[src/rtl/aux_pkg.sv]
// -----------------------------------------------------------------------------
// aux_pkg
// Shared types and encodings for the AUX native request controller.
//   state_e           : controller FSM states
//   AUX_CMD_NATIVE_*  : 4-bit AUX request command nibbles (header byte [7:4])
//   AUX_REPLY_*       : reply code carried in bits [5:4] of the first reply byte
//   EQ_CMD_*          : command encodings on the eq_cmd input
// -----------------------------------------------------------------------------
package aux_pkg;

  typedef enum logic [2:0] {
    S_IDLE,
    S_COLLECT,
    S_SEND_HDR,
    S_SEND_DATA,
    S_WAIT_REPLY,
    S_RX_DATA,
    S_ACK,
    S_FAIL
  } state_e;

  localparam logic [3:0] AUX_CMD_NATIVE_WR = 4'b1000;
  localparam logic [3:0] AUX_CMD_NATIVE_RD = 4'b1001;

  localparam logic [1:0] AUX_REPLY_ACK   = 2'b00;
  localparam logic [1:0] AUX_REPLY_NACK  = 2'b01;
  localparam logic [1:0] AUX_REPLY_DEFER = 2'b10;

  localparam logic [1:0] EQ_CMD_WR = 2'b00;
  localparam logic [1:0] EQ_CMD_RD = 2'b01;

endpackage

[src/rtl/aux_byte_fifo.sv]
// -----------------------------------------------------------------------------
// aux_byte_fifo
// DEPTH x 8 write-data buffer. Reads are non-destructive: the read pointer
// walks the stored bytes and can be rewound to replay the whole payload.
// Ports:
//   clk, rst   : clock, async active-high reset (pointers only)
//   clr        : drop all contents (both pointers to 0)
//   wr_en      : store wr_data at the write pointer (ignored when full)
//   rd_en      : advance the read pointer
//   rewind     : return the read pointer to the first byte
//   rd_data    : byte at the read pointer
//   rd_ptr     : current read index
//   count      : number of bytes stored
// -----------------------------------------------------------------------------
module aux_byte_fifo #(
  parameter int DEPTH = 16
) (
  input  logic                       clk,
  input  logic                       rst,
  input  logic                       clr,
  input  logic                       wr_en,
  input  logic [7:0]                 wr_data,
  input  logic                       rd_en,
  input  logic                       rewind,
  output logic [7:0]                 rd_data,
  output logic [$clog2(DEPTH)-1:0]   rd_ptr,
  output logic [$clog2(DEPTH):0]     count
);

  localparam int PTR_W = $clog2(DEPTH);
  localparam logic [PTR_W:0] FULL_CNT = (PTR_W + 1)'(DEPTH);

  logic [7:0]       mem_q [DEPTH];
  logic [PTR_W:0]   wr_ptr_q, wr_ptr_d;
  logic [PTR_W-1:0] rd_ptr_q, rd_ptr_d;
  logic             wr_fire;

  assign wr_fire = wr_en && !clr && (wr_ptr_q < FULL_CNT);

  always_comb begin
    wr_ptr_d = wr_ptr_q;
    rd_ptr_d = rd_ptr_q;
    if (clr) begin
      wr_ptr_d = '0;
      rd_ptr_d = '0;
    end else begin
      if (wr_fire) wr_ptr_d = wr_ptr_q + (PTR_W + 1)'(1);
      if (rewind)      rd_ptr_d = '0;
      else if (rd_en)  rd_ptr_d = rd_ptr_q + PTR_W'(1);
    end
  end

  always_ff @(posedge clk or posedge rst) begin
    if (rst) begin
      wr_ptr_q <= '0;
      rd_ptr_q <= '0;
    end else begin
      wr_ptr_q <= wr_ptr_d;
      rd_ptr_q <= rd_ptr_d;
    end
  end

  // Storage has no reset; validity is tracked by the pointers.
  always_ff @(posedge clk) begin
    if (wr_fire) mem_q[wr_ptr_q[PTR_W-1:0]] <= wr_data;
  end

  assign rd_data = mem_q[rd_ptr_q];
  assign rd_ptr  = rd_ptr_q;
  assign count   = wr_ptr_q;

endmodule

[src/rtl/aux_native_req_ctrl.sv]
// -----------------------------------------------------------------------------
// aux_native_req_ctrl
// Accepts one native AUX request from the channel-EQ FSM, buffers its write
// payload, serialises header + payload to the AUX PHY, parses the sink reply,
// retries on timeout (and on DEFER when enabled) and reports ack / failure.
// Configuration macro:
//   AUX_DEFER_RETRY_EN : defined   -> DEFER replies retry like a timeout
//                        undefined -> DEFER replies fail immediately
// Ports:
//   clk, rst                 : clock, async active-high reset
//   eq_transaction_vld       : request / write-data valid from the EQ FSM
//   eq_cmd, eq_address       : command (00 wr, 01 rd, 1x illegal), DPCD address
//   eq_len, eq_data          : byte count minus 1, write data byte
//   aux_tx_byte/vld/last     : request byte stream to the PHY
//   aux_tx_ready             : PHY takes a byte when vld & ready
//   aux_rx_byte/vld/last     : reply byte stream from the PHY
//   ctrl_rd_data/vld         : read reply data, one cycle per byte
//   ctrl_ack_flag            : one-cycle pulse, transaction acknowledged
//   ctrl_native_failed       : one-cycle pulse, transaction failed
//   busy                     : high from acceptance until the ack/fail pulse
// Handshake: a tx byte transfers on a rising edge where aux_tx_vld and
// aux_tx_ready are both high; aux_tx_vld/byte/last hold steady until then.
// -----------------------------------------------------------------------------
module aux_native_req_ctrl
  import aux_pkg::*;
#(
  parameter int FIFO_DEPTH  = 16,
  parameter int TIMEOUT_CYC = 40,
  parameter int MAX_RETRY   = 7
) (
  input  logic        clk,
  input  logic        rst,
  input  logic        eq_transaction_vld,
  input  logic [1:0]  eq_cmd,
  input  logic [19:0] eq_address,
  input  logic [7:0]  eq_len,
  input  logic [7:0]  eq_data,
  output logic [7:0]  aux_tx_byte,
  output logic        aux_tx_vld,
  input  logic        aux_tx_ready,
  output logic        aux_tx_last,
  input  logic [7:0]  aux_rx_byte,
  input  logic        aux_rx_vld,
  input  logic        aux_rx_last,
  output logic [7:0]  ctrl_rd_data,
  output logic        ctrl_rd_vld,
  output logic        ctrl_ack_flag,
  output logic        ctrl_native_failed,
  output logic        busy
);

  localparam int LEN_W = $clog2(FIFO_DEPTH);
  localparam int CNT_W = LEN_W + 1;
  localparam int TMR_W = $clog2(TIMEOUT_CYC);
  localparam int RTY_W = $clog2(MAX_RETRY + 1);
  localparam logic [7:0]       MAX_LEN  = 8'(FIFO_DEPTH - 1);
  localparam logic [TMR_W-1:0] TMR_LAST = TMR_W'(TIMEOUT_CYC - 1);
  localparam logic [RTY_W-1:0] RTY_MAX  = RTY_W'(MAX_RETRY);

  state_e           state_q, state_d;
  logic             cmd_rd_q, cmd_rd_d;
  logic [19:0]      addr_q, addr_d;
  logic [LEN_W-1:0] len_q, len_d;
  logic [1:0]       hdr_idx_q, hdr_idx_d;
  logic [TMR_W-1:0] timer_q, timer_d;
  logic [RTY_W-1:0] retry_cnt_q, retry_cnt_d;
  logic [CNT_W-1:0] rx_cnt_q, rx_cnt_d;
  logic             busy_q, busy_d;
  logic             ack_q, ack_d;
  logic             fail_q, fail_d;
  logic             rd_vld_q, rd_vld_d;
  logic [7:0]       rd_data_q, rd_data_d;

  logic             fifo_wr, fifo_rd, fifo_rewind, fifo_clr;
  logic [7:0]       fifo_rd_data;
  logic [LEN_W-1:0] fifo_rd_ptr;
  logic [CNT_W-1:0] fifo_cnt;
  logic [CNT_W-1:0] len_plus1;
  logic             data_last;
  logic             retry_req;

  aux_byte_fifo #(.DEPTH(FIFO_DEPTH)) u_fifo (
    .clk     (clk),
    .rst     (rst),
    .clr     (fifo_clr),
    .wr_en   (fifo_wr),
    .wr_data (eq_data),
    .rd_en   (fifo_rd),
    .rewind  (fifo_rewind),
    .rd_data (fifo_rd_data),
    .rd_ptr  (fifo_rd_ptr),
    .count   (fifo_cnt)
  );

  assign len_plus1 = {1'b0, len_q} + CNT_W'(1);
  assign data_last = (fifo_rd_ptr == len_q);

  // Tx stream is a decode of registered state only, so it drops with reset.
  always_comb begin
    aux_tx_vld  = 1'b0;
    aux_tx_byte = 8'h00;
    aux_tx_last = 1'b0;
    case (state_q)
      S_SEND_HDR: begin
        aux_tx_vld = 1'b1;
        case (hdr_idx_q)
          2'd0:    aux_tx_byte = {cmd_rd_q ? AUX_CMD_NATIVE_RD : AUX_CMD_NATIVE_WR, addr_q[19:16]};
          2'd1:    aux_tx_byte = addr_q[15:8];
          2'd2:    aux_tx_byte = addr_q[7:0];
          default: aux_tx_byte = 8'(len_q);
        endcase
        aux_tx_last = (hdr_idx_q == 2'd3) && cmd_rd_q;
      end
      S_SEND_DATA: begin
        aux_tx_vld  = 1'b1;
        aux_tx_byte = fifo_rd_data;
        aux_tx_last = data_last;
      end
      default: ;
    endcase
  end

  always_comb begin
    state_d     = state_q;
    cmd_rd_d    = cmd_rd_q;
    addr_d      = addr_q;
    len_d       = len_q;
    hdr_idx_d   = hdr_idx_q;
    timer_d     = timer_q;
    retry_cnt_d = retry_cnt_q;
    rx_cnt_d    = rx_cnt_q;
    rd_vld_d    = 1'b0;
    rd_data_d   = 8'h00;
    fifo_wr     = 1'b0;
    fifo_rd     = 1'b0;
    fifo_rewind = 1'b0;
    fifo_clr    = 1'b0;
    retry_req   = 1'b0;

    case (state_q)
      S_IDLE: begin
        if (eq_transaction_vld) begin
          cmd_rd_d    = (eq_cmd == EQ_CMD_RD);
          addr_d      = eq_address;
          len_d       = eq_len[LEN_W-1:0];
          hdr_idx_d   = 2'd0;
          retry_cnt_d = '0;
          rx_cnt_d    = '0;
          if (eq_cmd[1] || (eq_len > MAX_LEN)) begin
            state_d = S_FAIL;
          end else if (eq_cmd == EQ_CMD_RD) begin
            state_d = S_SEND_HDR;
          end else begin
            fifo_wr = 1'b1;  // accepting cycle carries data[0]
            state_d = S_COLLECT;
          end
        end
      end
      S_COLLECT: begin
        if (fifo_cnt == len_plus1) begin
          state_d = S_SEND_HDR;
        end else if (eq_transaction_vld) begin
          fifo_wr = 1'b1;
          if (fifo_cnt + CNT_W'(1) == len_plus1) state_d = S_SEND_HDR;
        end
      end
      S_SEND_HDR: begin
        if (aux_tx_ready) begin
          if (hdr_idx_q == 2'd3) begin
            hdr_idx_d = 2'd0;
            timer_d   = '0;
            state_d   = cmd_rd_q ? S_WAIT_REPLY : S_SEND_DATA;
          end else begin
            hdr_idx_d = hdr_idx_q + 2'd1;
          end
        end
      end
      S_SEND_DATA: begin
        if (aux_tx_ready) begin
          fifo_rd = 1'b1;
          if (data_last) begin
            timer_d = '0;
            state_d = S_WAIT_REPLY;
          end
        end
      end
      S_WAIT_REPLY: begin
        // A reply byte takes priority over a timeout on the same cycle.
        if (aux_rx_vld) begin
          case (aux_rx_byte[5:4])
            AUX_REPLY_ACK: begin
              if (!cmd_rd_q || aux_rx_last) state_d = S_ACK;
              else                          state_d = S_RX_DATA;
            end
            AUX_REPLY_NACK: state_d = S_FAIL;
            AUX_REPLY_DEFER: begin
`ifdef AUX_DEFER_RETRY_EN
              retry_req = 1'b1;
`else
              state_d = S_FAIL;
`endif
            end
            default: state_d = S_FAIL;
          endcase
        end else if (timer_q == TMR_LAST) begin
          retry_req = 1'b1;
        end else begin
          timer_d = timer_q + TMR_W'(1);
        end
      end
      S_RX_DATA: begin
        if (aux_rx_vld) begin
          // Bytes beyond the requested length are consumed but not forwarded.
          if (rx_cnt_q < len_plus1) begin
            rd_vld_d  = 1'b1;
            rd_data_d = aux_rx_byte;
            rx_cnt_d  = rx_cnt_q + CNT_W'(1);
          end
          if (aux_rx_last) state_d = S_ACK;
        end
      end
      S_ACK, S_FAIL: begin
        fifo_clr = 1'b1;
        state_d  = S_IDLE;
      end
      default: state_d = S_IDLE;
    endcase

    // Retry resends the identical request: header restarts, payload replays.
    if (retry_req) begin
      if (retry_cnt_q < RTY_MAX) begin
        retry_cnt_d = retry_cnt_q + RTY_W'(1);
        hdr_idx_d   = 2'd0;
        fifo_rewind = 1'b1;
        state_d     = S_SEND_HDR;
      end else begin
        state_d = S_FAIL;
      end
    end

    busy_d = (state_d != S_IDLE) && (state_d != S_ACK) && (state_d != S_FAIL);
    ack_d  = (state_d == S_ACK);
    fail_d = (state_d == S_FAIL);
  end

  always_ff @(posedge clk or posedge rst) begin
    if (rst) begin
      state_q     <= S_IDLE;
      cmd_rd_q    <= 1'b0;
      addr_q      <= '0;
      len_q       <= '0;
      hdr_idx_q   <= 2'd0;
      timer_q     <= '0;
      retry_cnt_q <= '0;
      rx_cnt_q    <= '0;
      busy_q      <= 1'b0;
      ack_q       <= 1'b0;
      fail_q      <= 1'b0;
      rd_vld_q    <= 1'b0;
      rd_data_q   <= 8'h00;
    end else begin
      state_q     <= state_d;
      cmd_rd_q    <= cmd_rd_d;
      addr_q      <= addr_d;
      len_q       <= len_d;
      hdr_idx_q   <= hdr_idx_d;
      timer_q     <= timer_d;
      retry_cnt_q <= retry_cnt_d;
      rx_cnt_q    <= rx_cnt_d;
      busy_q      <= busy_d;
      ack_q       <= ack_d;
      fail_q      <= fail_d;
      rd_vld_q    <= rd_vld_d;
      rd_data_q   <= rd_data_d;
    end
  end

  assign busy               = busy_q;
  assign ctrl_ack_flag      = ack_q;
  assign ctrl_native_failed = fail_q;
  assign ctrl_rd_vld        = rd_vld_q;
  assign ctrl_rd_data       = rd_data_q;

endmodule

[config.mk]
export PLATFORM = sky130hd
export DESIGN_NAME = aux_native_req_ctrl
export DESIGN_NICKNAME = d
export VERILOG_FILES = /design/src/rtl/aux_pkg.sv /design/src/rtl/aux_byte_fifo.sv /design/src/rtl/aux_native_req_ctrl.sv
export SDC_FILE = /design/constraint.sdc
export NUM_CORES = 1
export LEC_CHECK = 0
export BUFFER_PORTS_ARGS = -buffer_cell sky130_fd_sc_hd__buf_2
export CELL_PAD_IN_SITES_DETAIL_PLACEMENT = 1
export CELL_PAD_IN_SITES_GLOBAL_PLACEMENT = 2
export CORE_ASPECT_RATIO = 1.5
export CORE_UTILIZATION = 38
export CTS_CLUSTER_DIAMETER = 80
export DETAILED_ROUTE_END_ITERATION = 6
export HOLD_SLACK_MARGIN = 0.12
export MAX_ROUTING_LAYER = met4
export PLACE_DENSITY = 0.84
export RECOVER_POWER = 50
export SYNTH_ARGS = -nofsm -noshare
export SYNTH_HDL_FRONTEND = slang
export SYNTH_SLANG_ARGS = --single-unit
[constraint.sdc]
create_clock -name clk -period 2.9 [get_ports clk]
set_input_delay 0.145 -clock clk [delete_from_list [all_inputs] [get_ports clk]]
set_output_delay 0.145 -clock clk [all_outputs]
set_load 0.01 [all_outputs]
==> results.sh <==
export IMPL_outcome="finished, violations left"
export IMPL_failed_checks="capacitance limit, slew limit"
export IMPL_synthArstFlopShare_pct=33.68
export IMPL_r2r_slack_ps=200
export IMPL_gr_usage_all_layers_pct=21.30
export IMPL_gp_congestion=0.8382
export IMPL_grt_max_degree=45
export IMPL_power_density_mw_per_mm2=835.2
export IMPL_worstMarginPinSlew_ps=1817
export IMPL_portBuffers=73
export IMPL_grtUsageMet2_pct=37.69
export IMPL_ant_nets=0
export IMPL_finalMaxSlewViolations=45
export IMPL_arrival_ps=2610
export IMPL_gr_usage_met1_pct=23.44
export IMPL_path_class="flip-flop to primary output"
export IMPL_timing_fmax_mhz=363.4
export IMPL_initialDrtViolationCount=382
export IMPL_grt_overflow=0
export IMPL_skew_ps=10.36
export IMPL_vias=5548
export IMPL_wirelength_um=21870
export IMPL_syn_area_per_cell_um2=14.06
export IMPL_clock_path_buffers=2
export IMPL_holdPathStages=3
export IMPL_holdPathEnd="state_q[1]$_DFF_PP0_"
export IMPL_vias_per_cell=5.439
export IMPL_fill_cells=2227
export IMPL_drcViolationCount=0
export IMPL_dp_hpwl_um=15350
export IMPL_diodes=0
export IMPL_regToRegStartpoint="len_q[0]$_DFFE_PP0P_"
export IMPL_cts_tree="built"
export IMPL_synth_edf_count=128
export IMPL_critPathCaptureType="primary output"
export IMPL_clk_pin_slew_ps=70
export IMPL_core_mm2=0.02172
export IMPL_holdCritStartpoint="eq_cmd[1]"
export IMPL_required_ps=2760
export IMPL_clk_latency_ps=440
export IMPL_drive_above_1_share_pct=22.73
export IMPL_syn_nets=669
export IMPL_layout_common_cells="edfxtp_1, nand2_1, dfrtp_1"
export IMPL_slew_limit_headroom_pct=-21.25
export IMPL_first_global_vias=6278
export IMPL_cts_sinks=193
export IMPL_root_buffer="clkbuf_16"
export IMPL_post_drt_wl_per_cell_um=21.44
export IMPL_design_portCount=74
export IMPL_num_rows=66
export IMPL_start_util_pct=38.84
export IMPL_final_common_cell="edfxtp_1"
export IMPL_synth_cell_types=52
export IMPL_yosysSeqAreaShare_pct=64.85
export IMPL_antenna_found_initial=0
export IMPL_design_die_area_mm2=0.02281
export IMPL_htreeDepth=4
export IMPL_drt_pass1_iter_count=5
export IMPL_die_h_um=184.5
export IMPL_min_path_type="input port to flip-flop"
export IMPL_maxCapViolCount=1
export IMPL_grt_use_met3_pct=3.280
export IMPL_finalPower_uw=8596
export IMPL_reg2regPathDepth=8
export IMPL_final_setup_viol_count=0
export IMPL_cts_setup_buffers=0
export IMPL_holdWs_ps=152.6
export IMPL_ys_ff_latch=193
export IMPL_grt_first_pass_wirelength_um=34410
export IMPL_synth_ff_type="edfxtp_1"
export IMPL_layout_worst_path_cycle_share_pct=94.88
export IMPL_nets=804
export IMPL_cp_max_fo=17
export IMPL_die_x_um=123.7
export IMPL_ys_warn_count=0
export IMPL_top_usage_layer="met2"
export IMPL_synthCells=600
export IMPL_ir_drop_mv=0.4820
export IMPL_leakage_uw=0.004016
export IMPL_area_growth_pct=22.01
export IMPL_cts_buffers=17
export IMPL_start_kind="flip-flop"
export IMPL_period_needed_ps=2751
export IMPL_r2r_end="u_fifo.mem_q[1][0]$_DFFE_PP_"
export IMPL_hold_violations=0
export IMPL_mappedNetlistArea_mm2=0.008436
==> worst max-delay path, stage by stage, from the launching register on <==
cell and delay [ps]:
dfrtp_2 400, buf_4 320, mux4_2 560, mux4_2 480, a21oi_1 190, nor2_1 80
buf_2 140
==> metal layers <==
layer	wire length, µm	share of wire (%)
met3	809	3.7
met4	724	3.3
met1	8250	38
met5	0	0
met2	12080	55
==> cell usage after synthesis (all sizes together), types with 3 or more instances <==
cell,n,area [µm²]
nand4,6,37.54
inv,9,33.78
dfrtp,65,1627
xor2,13,121.4
mux4,40,900.9
ha,17,212.7
nor4,3,18.77
clkbuf,19,71.32
and3,4,25.02
a22o,3,26.28
or2,3,18.77
xnor2,6,60.06
a21oi,21,108.9
a211oi,3,22.52
nand3,10,50.05
nor2b,4,25.02
and2,10,62.56
buf,11,53.80
o21a,5,37.54
nand2,104,390.4
nor3,9,45.04
edfxtp,128,3844
nor4b,3,26.28
a22oi,4,30.03
a222oi,5,50.05
nand2b,4,25.02
nor2,46,172.7
mux2i,5,50.05
o21ai,16,80.08
==> per-stage QoR <==
stage | area, µm² | instances | worst slack (ps) | util, % | setup TNS [ps]
5_1_grt | 10290 | 1020 | -2.002 | 47.39 | -2.002
3_5_place_dp | 9288 | 946 | 195.1 | 42.76 | 0
4_1_cts | 10320 | 1020 | 91.22 | 47.51 | 0
3_3_place_gp | 9288 | 946 | 333.1 | 42.76 | 0
6_report | 10290 | 1020 | 148.6 | 47.39 | 0
2_1_floorplan | 8436 | 600 | 164.5 | - | 0
==> state kept, by name (all words and copies together), names as in the netlist <==
signal / flops
ctrl_ack_flag: 1
ctrl_rd_vld: 1
u_fifo.count: 5
state_q: 3
len_q: 4
retry_cnt_q: 3
u_fifo.mem_q: 128
hdr_idx_q: 2
ctrl_rd_data: 8
addr_q: 20
cmd_rd_q: 1
timer_q: 6
rx_cnt_q: 5
busy: 1
u_fifo.rd_ptr: 4
ctrl_native_failed: 1
==> how the worst max path moves through the flow <==
stage,start,endpoint,slack (ps),cells after the start
2_1_floorplan,len_q[0]$_DFFE_PP0P_,u_fifo.mem_q[3][0]$_DFFE_PP_,160,7
3_3_place_gp,eq_len[6],u_fifo.mem_q[4][4]$_DFFE_PP_,330,8
5_1_grt,len_q[0]$_DFFE_PP0P_,rx_cnt_q[4]$_DFFE_PP0P_,-2,10
4_1_cts,u_fifo.rd_ptr[0]$_DFFE_PP0P_,aux_tx_byte[1],90,6
3_5_place_dp,u_fifo.count[3]$_DFFE_PP0P_,u_fifo.mem_q[15][0]$_DFFE_PP_,200,6
6_report,u_fifo.rd_ptr[0]$_DFFE_PP0P_,aux_tx_byte[1],150,6
==> timing repair <==
| item | in CTS | in global routing |
|---|---|---|
| setup endpoints to repair | 0 | 8 |
| resized for setup | 0 | 1 |
| endpoints found under the hold margin | 188 | 0 |
| hold buffers | 42 | 0 |
==> area by class of cell <==
cell class,instances,area (µm²),area share (%)
Multi-Input combinational cell,368,2819,27.39
Clock inverter,15,185.2,1.799
Tap cell,272,340.3,3.307
Clock buffer,17,425.4,4.133
Inverter,9,33.78,0.3282
Sequential cell,193,5473,53.17
Timing Repair Buffer,146,1016,9.871
==> logic make-up (layout without fill, tap and decap cells) <==
kind of cell             count (synthesis)  count (layout)  share of synthesized area (%)
multiplexers                            46              46                          11.41
AO/OA/AOI/OAI                           70              70                          5.473
XOR/XNOR                                20              20                          2.418
adder cells (fa/ha/maj)                 17              17                          2.521
buffers and inverters                   39             187                          1.884
AND/OR/NAND/NOR                        215             215                          11.45
flip-flops                             193             193                          64.85
==> power breakdown <==
part / leakage (µW) / internal (µW) / switching (µW)
clock network: 0.000296 / 1240 / 1140
logic: 0.00171 / 1180 / 1440
registers: 0.00201 / 3260 / 337
total: 0.00402 / 5680 / 2910
No activity file was read; power rests on OpenSTA's default activity.
